[src/rtl/keycode_if.sv]
// Scan-code input, CPU read handshake and status outputs of the keycode decoder.
interface keycode_if;
  logic       scan_valid;
  logic [7:0] scan_code;
  logic       rd_en;
  logic [7:0] ascii_out;
  logic       ascii_valid;
  logic       fifo_full;
  logic       overflow;
  logic       caps_lock;
  logic       shift_held;

  modport master (
    output scan_valid, scan_code, rd_en,
    input  ascii_out, ascii_valid, fifo_full, overflow, caps_lock, shift_held
  );

  modport slave (
    input  scan_valid, scan_code, rd_en,
    output ascii_out, ascii_valid, fifo_full, overflow, caps_lock, shift_held
  );
endinterface

[src/rtl/keycode_decoder.sv]
// PS/2 set-2 scan-code stream decoder with prefix tracking, modifiers and a FWFT ASCII FIFO.
module keycode_decoder #(
  parameter int unsigned FIFO_DEPTH   = 16,
  parameter logic [7:0]  UNKNOWN_CHAR = 8'h2A,
  parameter bit          DROP_UNKNOWN = 1'b0
) (
  input  logic      clk,
  input  logic      rst_n,
  keycode_if.slave  bus
);
  localparam int unsigned AW = $clog2(FIFO_DEPTH);
  localparam int unsigned CW = AW + 1;

  typedef enum logic [1:0] {S_IDLE, S_EXT, S_BRK, S_EXT_BRK} state_t;

  state_t         state_q, state_d;
  logic           lshift_q, lshift_d, rshift_q, rshift_d;
  logic           caps_q, caps_d, caps_held_q, caps_held_d;
  logic           shift_q;
  logic           push_req;
  logic [7:0]     push_data;
  logic [7:0]     mem [FIFO_DEPTH];
  logic [AW-1:0]  wr_ptr_q, wr_ptr_d, rd_ptr_q, rd_ptr_d;
  logic [CW-1:0]  count_q, count_d;
  logic [7:0]     head_q, head_d;
  logic           valid_q, full_q, overflow_q;
  logic           pop, push_ok, full_now;
  logic [8:0]     mapped;

  // US-layout lookup; returns {hit, char}. Letters flip case on upper, symbols on shift.
  function automatic logic [8:0] map_code(input logic [7:0] code, input logic shift,
                                          input logic upper);
    logic [1:0] kind;
    logic [7:0] lo, hi;
    kind = 2'd2;
    lo   = 8'h00;
    hi   = 8'h00;
    case (code)
      8'h1C: begin kind = 2'd1; lo = 8'h61; end
      8'h32: begin kind = 2'd1; lo = 8'h62; end
      8'h21: begin kind = 2'd1; lo = 8'h63; end
      8'h23: begin kind = 2'd1; lo = 8'h64; end
      8'h24: begin kind = 2'd1; lo = 8'h65; end
      8'h2B: begin kind = 2'd1; lo = 8'h66; end
      8'h34: begin kind = 2'd1; lo = 8'h67; end
      8'h33: begin kind = 2'd1; lo = 8'h68; end
      8'h43: begin kind = 2'd1; lo = 8'h69; end
      8'h3B: begin kind = 2'd1; lo = 8'h6A; end
      8'h42: begin kind = 2'd1; lo = 8'h6B; end
      8'h4B: begin kind = 2'd1; lo = 8'h6C; end
      8'h3A: begin kind = 2'd1; lo = 8'h6D; end
      8'h31: begin kind = 2'd1; lo = 8'h6E; end
      8'h44: begin kind = 2'd1; lo = 8'h6F; end
      8'h4D: begin kind = 2'd1; lo = 8'h70; end
      8'h15: begin kind = 2'd1; lo = 8'h71; end
      8'h2D: begin kind = 2'd1; lo = 8'h72; end
      8'h1B: begin kind = 2'd1; lo = 8'h73; end
      8'h2C: begin kind = 2'd1; lo = 8'h74; end
      8'h3C: begin kind = 2'd1; lo = 8'h75; end
      8'h2A: begin kind = 2'd1; lo = 8'h76; end
      8'h1D: begin kind = 2'd1; lo = 8'h77; end
      8'h22: begin kind = 2'd1; lo = 8'h78; end
      8'h35: begin kind = 2'd1; lo = 8'h79; end
      8'h1A: begin kind = 2'd1; lo = 8'h7A; end
      8'h45: begin lo = 8'h30; hi = 8'h29; end
      8'h16: begin lo = 8'h31; hi = 8'h21; end
      8'h1E: begin lo = 8'h32; hi = 8'h40; end
      8'h26: begin lo = 8'h33; hi = 8'h23; end
      8'h25: begin lo = 8'h34; hi = 8'h24; end
      8'h2E: begin lo = 8'h35; hi = 8'h25; end
      8'h36: begin lo = 8'h36; hi = 8'h5E; end
      8'h3D: begin lo = 8'h37; hi = 8'h26; end
      8'h3E: begin lo = 8'h38; hi = 8'h2A; end
      8'h46: begin lo = 8'h39; hi = 8'h28; end
      8'h0E: begin lo = 8'h60; hi = 8'h7E; end
      8'h4E: begin lo = 8'h2D; hi = 8'h5F; end
      8'h55: begin lo = 8'h3D; hi = 8'h2B; end
      8'h54: begin lo = 8'h5B; hi = 8'h7B; end
      8'h5B: begin lo = 8'h5D; hi = 8'h7D; end
      8'h5D: begin lo = 8'h5C; hi = 8'h7C; end
      8'h4C: begin lo = 8'h3B; hi = 8'h3A; end
      8'h52: begin lo = 8'h27; hi = 8'h22; end
      8'h41: begin lo = 8'h2C; hi = 8'h3C; end
      8'h49: begin lo = 8'h2E; hi = 8'h3E; end
      8'h4A: begin lo = 8'h2F; hi = 8'h3F; end
      8'h29: begin kind = 2'd3; lo = 8'h20; end
      8'h5A: begin kind = 2'd3; lo = 8'h0D; end
      8'h66: begin kind = 2'd3; lo = 8'h08; end
      8'h0D: begin kind = 2'd3; lo = 8'h09; end
      8'h76: begin kind = 2'd3; lo = 8'h1B; end
      default: kind = 2'd0;
    endcase
    case (kind)
      2'd1:    return {1'b1, upper ? (lo - 8'h20) : lo};
      2'd2:    return {1'b1, shift ? hi : lo};
      2'd3:    return {1'b1, lo};
      default: return 9'd0;
    endcase
  endfunction

  assign mapped = map_code(bus.scan_code, shift_q, shift_q ^ caps_q);

  // Prefix FSM next state, modifier updates and push request.
  always_comb begin
    state_d     = state_q;
    lshift_d    = lshift_q;
    rshift_d    = rshift_q;
    caps_d      = caps_q;
    caps_held_d = caps_held_q;
    push_req    = 1'b0;
    push_data   = 8'h00;
    if (bus.scan_valid) begin
      case (state_q)
        S_IDLE: begin
          case (bus.scan_code)
            8'hE0: state_d = S_EXT;
            8'hF0: state_d = S_BRK;
            8'h12: lshift_d = 1'b1;
            8'h59: rshift_d = 1'b1;
            8'h58: begin
              if (!caps_held_q) caps_d = ~caps_q;
              caps_held_d = 1'b1;
            end
            default: begin
              if (mapped[8]) begin
                push_req  = 1'b1;
                push_data = mapped[7:0];
              end else if (!DROP_UNKNOWN) begin
                push_req  = 1'b1;
                push_data = UNKNOWN_CHAR;
              end
            end
          endcase
        end
        S_EXT: begin
          state_d = S_IDLE;
          case (bus.scan_code)
            8'hF0: state_d = S_EXT_BRK;
            8'h5A: begin push_req = 1'b1; push_data = 8'h0D; end
            8'h4A: begin push_req = 1'b1; push_data = 8'h2F; end
            default: ;
          endcase
        end
        S_BRK: begin
          state_d = S_IDLE;
          case (bus.scan_code)
            8'h12:   lshift_d    = 1'b0;
            8'h59:   rshift_d    = 1'b0;
            8'h58:   caps_held_d = 1'b0;
            default: ;
          endcase
        end
        default: state_d = S_IDLE;
      endcase
    end
  end

  // FIFO bookkeeping; the head register is precomputed so ascii_out stays registered.
  always_comb begin
    pop      = bus.rd_en && valid_q;
    full_now = (count_q == CW'(FIFO_DEPTH));
    push_ok  = push_req && (!full_now || pop);
    wr_ptr_d = wr_ptr_q + AW'(push_ok);
    rd_ptr_d = rd_ptr_q + AW'(pop);
    count_d  = count_q + CW'(push_ok) - CW'(pop);
    head_d   = 8'h00;
    if (count_d != '0) begin
      if (push_ok && (rd_ptr_d == wr_ptr_q)) head_d = push_data;
      else                                    head_d = mem[rd_ptr_d];
    end
  end

  always_ff @(posedge clk) begin
    if (push_ok) mem[wr_ptr_q] <= push_data;
  end

  always_ff @(posedge clk or negedge rst_n) begin
    if (!rst_n) begin
      state_q     <= S_IDLE;
      lshift_q    <= 1'b0;
      rshift_q    <= 1'b0;
      shift_q     <= 1'b0;
      caps_q      <= 1'b0;
      caps_held_q <= 1'b0;
      wr_ptr_q    <= '0;
      rd_ptr_q    <= '0;
      count_q     <= '0;
      head_q      <= 8'h00;
      valid_q     <= 1'b0;
      full_q      <= 1'b0;
      overflow_q  <= 1'b0;
    end else begin
      state_q     <= state_d;
      lshift_q    <= lshift_d;
      rshift_q    <= rshift_d;
      shift_q     <= lshift_d | rshift_d;
      caps_q      <= caps_d;
      caps_held_q <= caps_held_d;
      wr_ptr_q    <= wr_ptr_d;
      rd_ptr_q    <= rd_ptr_d;
      count_q     <= count_d;
      head_q      <= head_d;
      valid_q     <= (count_d != '0);
      full_q      <= (count_d == CW'(FIFO_DEPTH));
      if (push_req && !push_ok) overflow_q <= 1'b1;
    end
  end

  assign bus.ascii_out   = head_q;
  assign bus.ascii_valid = valid_q;
  assign bus.fifo_full   = full_q;
  assign bus.overflow    = overflow_q;
  assign bus.caps_lock   = caps_q;
  assign bus.shift_held  = shift_q;
endmodule
[src/flat_wrapper.sv]
// flat-port wrapper written by rule: the top's interface ports become plain ports
module keycode_decoder_flat 
#(
  parameter int unsigned FIFO_DEPTH   = 16,
  parameter logic [7:0]  UNKNOWN_CHAR = 8'h2A,
  parameter bit          DROP_UNKNOWN = 1'b0
)
  (clk, rst_n, bus_scan_valid, bus_scan_code, bus_rd_en, bus_ascii_out, bus_ascii_valid, bus_fifo_full, bus_overflow, bus_caps_lock, bus_shift_held);
  keycode_if bus_i ();
  input  logic clk;
  input  logic rst_n;
  input wire logic [$bits(bus_i.scan_valid)-1:0] bus_scan_valid;
  input wire logic [$bits(bus_i.scan_code)-1:0] bus_scan_code;
  input wire logic [$bits(bus_i.rd_en)-1:0] bus_rd_en;
  output wire logic [$bits(bus_i.ascii_out)-1:0] bus_ascii_out;
  output wire logic [$bits(bus_i.ascii_valid)-1:0] bus_ascii_valid;
  output wire logic [$bits(bus_i.fifo_full)-1:0] bus_fifo_full;
  output wire logic [$bits(bus_i.overflow)-1:0] bus_overflow;
  output wire logic [$bits(bus_i.caps_lock)-1:0] bus_caps_lock;
  output wire logic [$bits(bus_i.shift_held)-1:0] bus_shift_held;
  assign bus_i.scan_valid = bus_scan_valid;
  assign bus_i.scan_code = bus_scan_code;
  assign bus_i.rd_en = bus_rd_en;
  assign bus_ascii_out = bus_i.ascii_out;
  assign bus_ascii_valid = bus_i.ascii_valid;
  assign bus_fifo_full = bus_i.fifo_full;
  assign bus_overflow = bus_i.overflow;
  assign bus_caps_lock = bus_i.caps_lock;
  assign bus_shift_held = bus_i.shift_held;
  keycode_decoder #(.FIFO_DEPTH(FIFO_DEPTH), .UNKNOWN_CHAR(UNKNOWN_CHAR), .DROP_UNKNOWN(DROP_UNKNOWN)) u_core (.clk(clk), .rst_n(rst_n), .bus(bus_i));
endmodule
[config.mk]
export PLATFORM = sky130hd
export DESIGN_NAME = keycode_decoder_flat
export DESIGN_NICKNAME = d
export VERILOG_FILES = /design/src/rtl/keycode_if.sv /design/src/rtl/keycode_decoder.sv /design/src/flat_wrapper.sv
export SDC_FILE = /design/constraint.sdc
export NUM_CORES = 1
export LEC_CHECK = 0
export BUFFER_PORTS_ARGS = -buffer_cell sky130_fd_sc_hd__buf_2
export CAP_MARGIN = 20
export CELL_PAD_IN_SITES_DETAIL_PLACEMENT = 1
export CELL_PAD_IN_SITES_GLOBAL_PLACEMENT = 2
export CORE_MARGIN = 2
export CORE_UTILIZATION = 35
export CTS_BUF_LIST = sky130_fd_sc_hd__clkbuf_16
export DETAILED_ROUTE_END_ITERATION = 7
export HOLD_SLACK_MARGIN = 0.05
export PLACE_DENSITY_LB_ADDON = 0.1
export SETUP_SLACK_MARGIN = 0.15
export SLEW_MARGIN = 10
export SYNTH_ARGS = -nofsm -noshare
export SYNTH_HDL_FRONTEND = slang
export SYNTH_SLANG_ARGS = --single-unit
[constraint.sdc]
create_clock -name clk -period 7.01 [get_ports clk]
set_input_delay 0.3505 -clock clk [delete_from_list [all_inputs] [get_ports clk]]
set_output_delay 0.3505 -clock clk [all_outputs]
set_load 0.02 [all_outputs]
==> out/qor.yml <==
dr.pass1.iters: 5
rsz0062_at_grt: "false"
intPower_mw: 2.29
row_count: 56
numCtsBuffers: 17
combPwrFrac_pct: 38.8
synthSimpleGateAreaFrac_pct: 16.4
cp-end-kind: "flip-flop"
ir_worst_vdd_uv: 216
maxSlewHeadroom_pct: 30.1
routedWlPerCell_um: 23.9
htreeDepth: 4
clock_sinks: 159
ant_nets: 0
slew_viol_final: 0
dp_hpwl_mm: 16.8
initial_core_util_pct: 35.5
ys.flop_type: "edfxtp_1"
syn_inst: 623
final_core_util_pct: 40.0
final_cell_mix: "128 x edfxtp_1, 45 x nand2_1, 40 x mux4_2"
min_path_type: "in2reg"
synth_xor_area_share_pct: 1.78
drc_errors: 0
drive_gt1_share_pct: 21.8
finClkSkew_ps: 21.2
area_delta_synth_final_pct: 12.6
dp_slack_ps: 1900
rrSetupSlack_ps: 2770
yosysUniqueCellTypes: 87
n_fill_cell: 2430
drtIter0Drc: 326
powerDensity_nw_per_um2: 382
fmax_mhz: 212
layout_commonest_cell: "edfxtp_1"
synth-edff-count: 128
p_clk_share_pct: 25.4
finalSetupViolCount: 0
hold_violations: 0
synth_adder_area_share_pct: 1.90
path_class: "in2reg"
p_switching_mw: 1.27
clock_latency_ps: 440
clk_path_buf_depth: 2
fin_ws_ps: 2290
synthesis.area_um2: 8290
power.leakage_nw: 3.28
n_antenna_cell: 0
path_clk_slew_ps: 70
synth_nets: 647
final_net_count: 668
first_global_vias: 5813
pwr-share-seq_pct: 35.7
grt_pass1_wl_mm: 36.4
chipWidth_um: 158
regArea_um2: 4620
maxCapViolations: 0
grt_max_degree: 43
clockRootBuffer: "clkbuf_16"
num_io_pins: 25
synth_area_per_cell_um2: 13.3
arrival_ps: 5010
async_flop_share_pct: 19.5
fin_setup_tns_ps: 0
synth_compound_area_share_pct: 9.10
grt-ovfl-total: 0
port_buffers: 24
synth_top_family_by_area: "simple AND/OR/NAND/NOR gates"
vias: 5470
die_area_um2: 24900
vias_per_cell: 5.61
crit_required_ps: 7300
finalPower_mw: 3.56
worstMarginPinSlew_ps: 1040
yosysWarnings: 0
fin_crit_sh_pct: 67.3
cp-start-kind: "input port"
tritoncts: "built"
synth.yosys.seq_area_share_pct: 55.7
cts.repair.resized: 0
die_height_um: 158
multiInputGateArea_um2: 3380
antenna_found_initial: 0
routed_wl_mm: 23.3
min_period_ps: 4720
synth_seq_cells: 159
coreArea_um2: 23300
status: "complete, no violations"
whs_ps: 277
p_sw_share_pct: 35.8
cp_max_fo: 29
grt_usage_pct: 19.9
routabilityCongestion: 0.807
muxShareOfSynthArea_pct: 11.2
final cells by class:
class | instances | area share (%)
Clock inverter | 14 | 1.69
Sequential cell | 159 | 49.5
Clock buffer | 17 | 4.56
Multi-Input combinational cell | 402 | 36.2
Inverter | 20 | 0.805
Tap cell | 319 | 4.28
Timing Repair Buffer | 44 | 2.96
per-layer routing:
metal  vias up  GRT usage [%]  share of wire (%)
met5         -              0                  0
met4         0           6.28                1.7
met3        29           3.09                2.7
met2       100           34.7                 53
met1      2836           25.5                 43
li1       2505              -                  -
kinds of logic (layout without fill, tap and decap cells):
| family | Yosys count | after routing |
|---|---|---|
| AND/OR/NAND/NOR | 226 | 226 |
| flip-flops | 159 | 159 |
| AO/OA/AOI/OAI | 105 | 105 |
| buffers and inverters | 62 | 95 |
| multiplexers | 43 | 43 |
| XOR/XNOR | 16 | 16 |
| adder cells (fa/ha/maj) | 12 | 12 |
cell usage after synthesis, types with 3 or more instances:
library cell / n / area share, %
edfxtp_1: 128 / 46
nand2_1: 45 / 2.0
mux4_2: 40 / 11
dfrtp_1: 31 / 9.4
nor2_1: 30 / 1.4
nor3_1: 24 / 1.4
inv_1: 20 / 0.91
buf_2: 18 / 1.1
nand3_1: 18 / 1.1
nand2b_1: 17 / 1.3
o21ai_0: 15 / 0.91
a21oi_1: 14 / 0.85
nand4_1: 13 / 0.98
clkbuf_1: 12 / 0.54
ha_1: 11 / 1.7
a211oi_1: 9 / 0.82
nor2b_1: 9 / 0.68
o21ai_1: 9 / 0.54
or3_1: 8 / 0.60
xor2_1: 8 / 0.85
a22oi_1: 7 / 0.63
xnor2_1: 7 / 0.74
buf_4: 6 / 0.54
nor4_1: 6 / 0.45
buf_6: 5 / 0.68
nand4b_1: 5 / 0.53
o211ai_1: 5 / 0.45
o22ai_1: 5 / 0.38
or4_1: 5 / 0.45
a32oi_1: 4 / 0.42
and2_1: 4 / 0.30
nand3b_1: 4 / 0.36
nor4b_2: 4 / 0.72
o2bb2ai_1: 4 / 0.42
and3_1: 3 / 0.23
nor3b_1: 3 / 0.27
nor4bb_1: 3 / 0.36
or3b_1: 3 / 0.32
worst max-delay path, cell delays in order:
cell      delay [ps]
buf_2            390
nor2b_1          530
nand2_1          250
nor4b_2          610
o21ai_1          300
inv_1            200
ha_1             190
inv_1             60
fa_1             490
inv_1             50
or3_1            380
a211oi_1         540
and2b_1          340
a22oi_1          220
o21ai_1          100
registers in the layout (all words and copies together) (netlist names):
register / flops
u_core.lshift_q: 1
u_core.bus.shift_held: 1
u_core.state_q: 2
u_core.caps_held_q: 1
u_core.rd_ptr_q: 4
u_core.bus.overflow: 1
u_core.bus.ascii_out: 8
u_core.rshift_q: 1
u_core.bus.fifo_full: 1
u_core.mem: 128
u_core.wr_ptr_q: 4
u_core.bus.caps_lock: 1
u_core.bus.ascii_valid: 1
u_core.count_q: 5
final timing paths:
| kind | start | endpoint | cells after the start |
|---|---|---|---|
| max in group asynchronous | rst_n | u_core.bus.ascii_out[5] | 2 |
| min in group asynchronous | rst_n | u_core.rd_ptr_q[2] | 2 |
| setup reg to reg | u_core.count_q[2] | u_core.bus.ascii_out[2] | 17 |
| hold reg to reg | u_core.bus.overflow | u_core.bus.overflow | 1 |
| setup / recovery | bus_scan_code[1] | u_core.bus.ascii_out[2] | 15 |
| hold / removal | bus_scan_valid | u_core.state_q[0] | 2 |
power groups by stage:
stage / Combinational (mW) / Sequential [mW] / Clock (mW)
global placement: 1.37 / 1.29 / 0
detailed placement: 1.39 / 1.30 / 0
finish: 1.38 / 1.27 / 0.906
global route: 1.51 / 1.29 / 0.972
floorplan: 1.01 / 1.27 / 0
CTS: 1.40 / 1.28 / 0.933
through the flow:
step	std cells	cell area [um2]
6_report	975	9330
4_1_cts	972	9310
2_1_floorplan	623	8290
5_1_grt	975	9330
3_5_place_dp	940	8710
3_3_place_gp	940	8710
repair_timing:
| item | CTS | global route |
|---|---|---|
| setup buffers | 0 | 0 |
| endpoints found under the hold margin | 31 | 0 |
| hold buffers | 1 | 0 |
No activity file was read; power rests on OpenSTA's default activity.
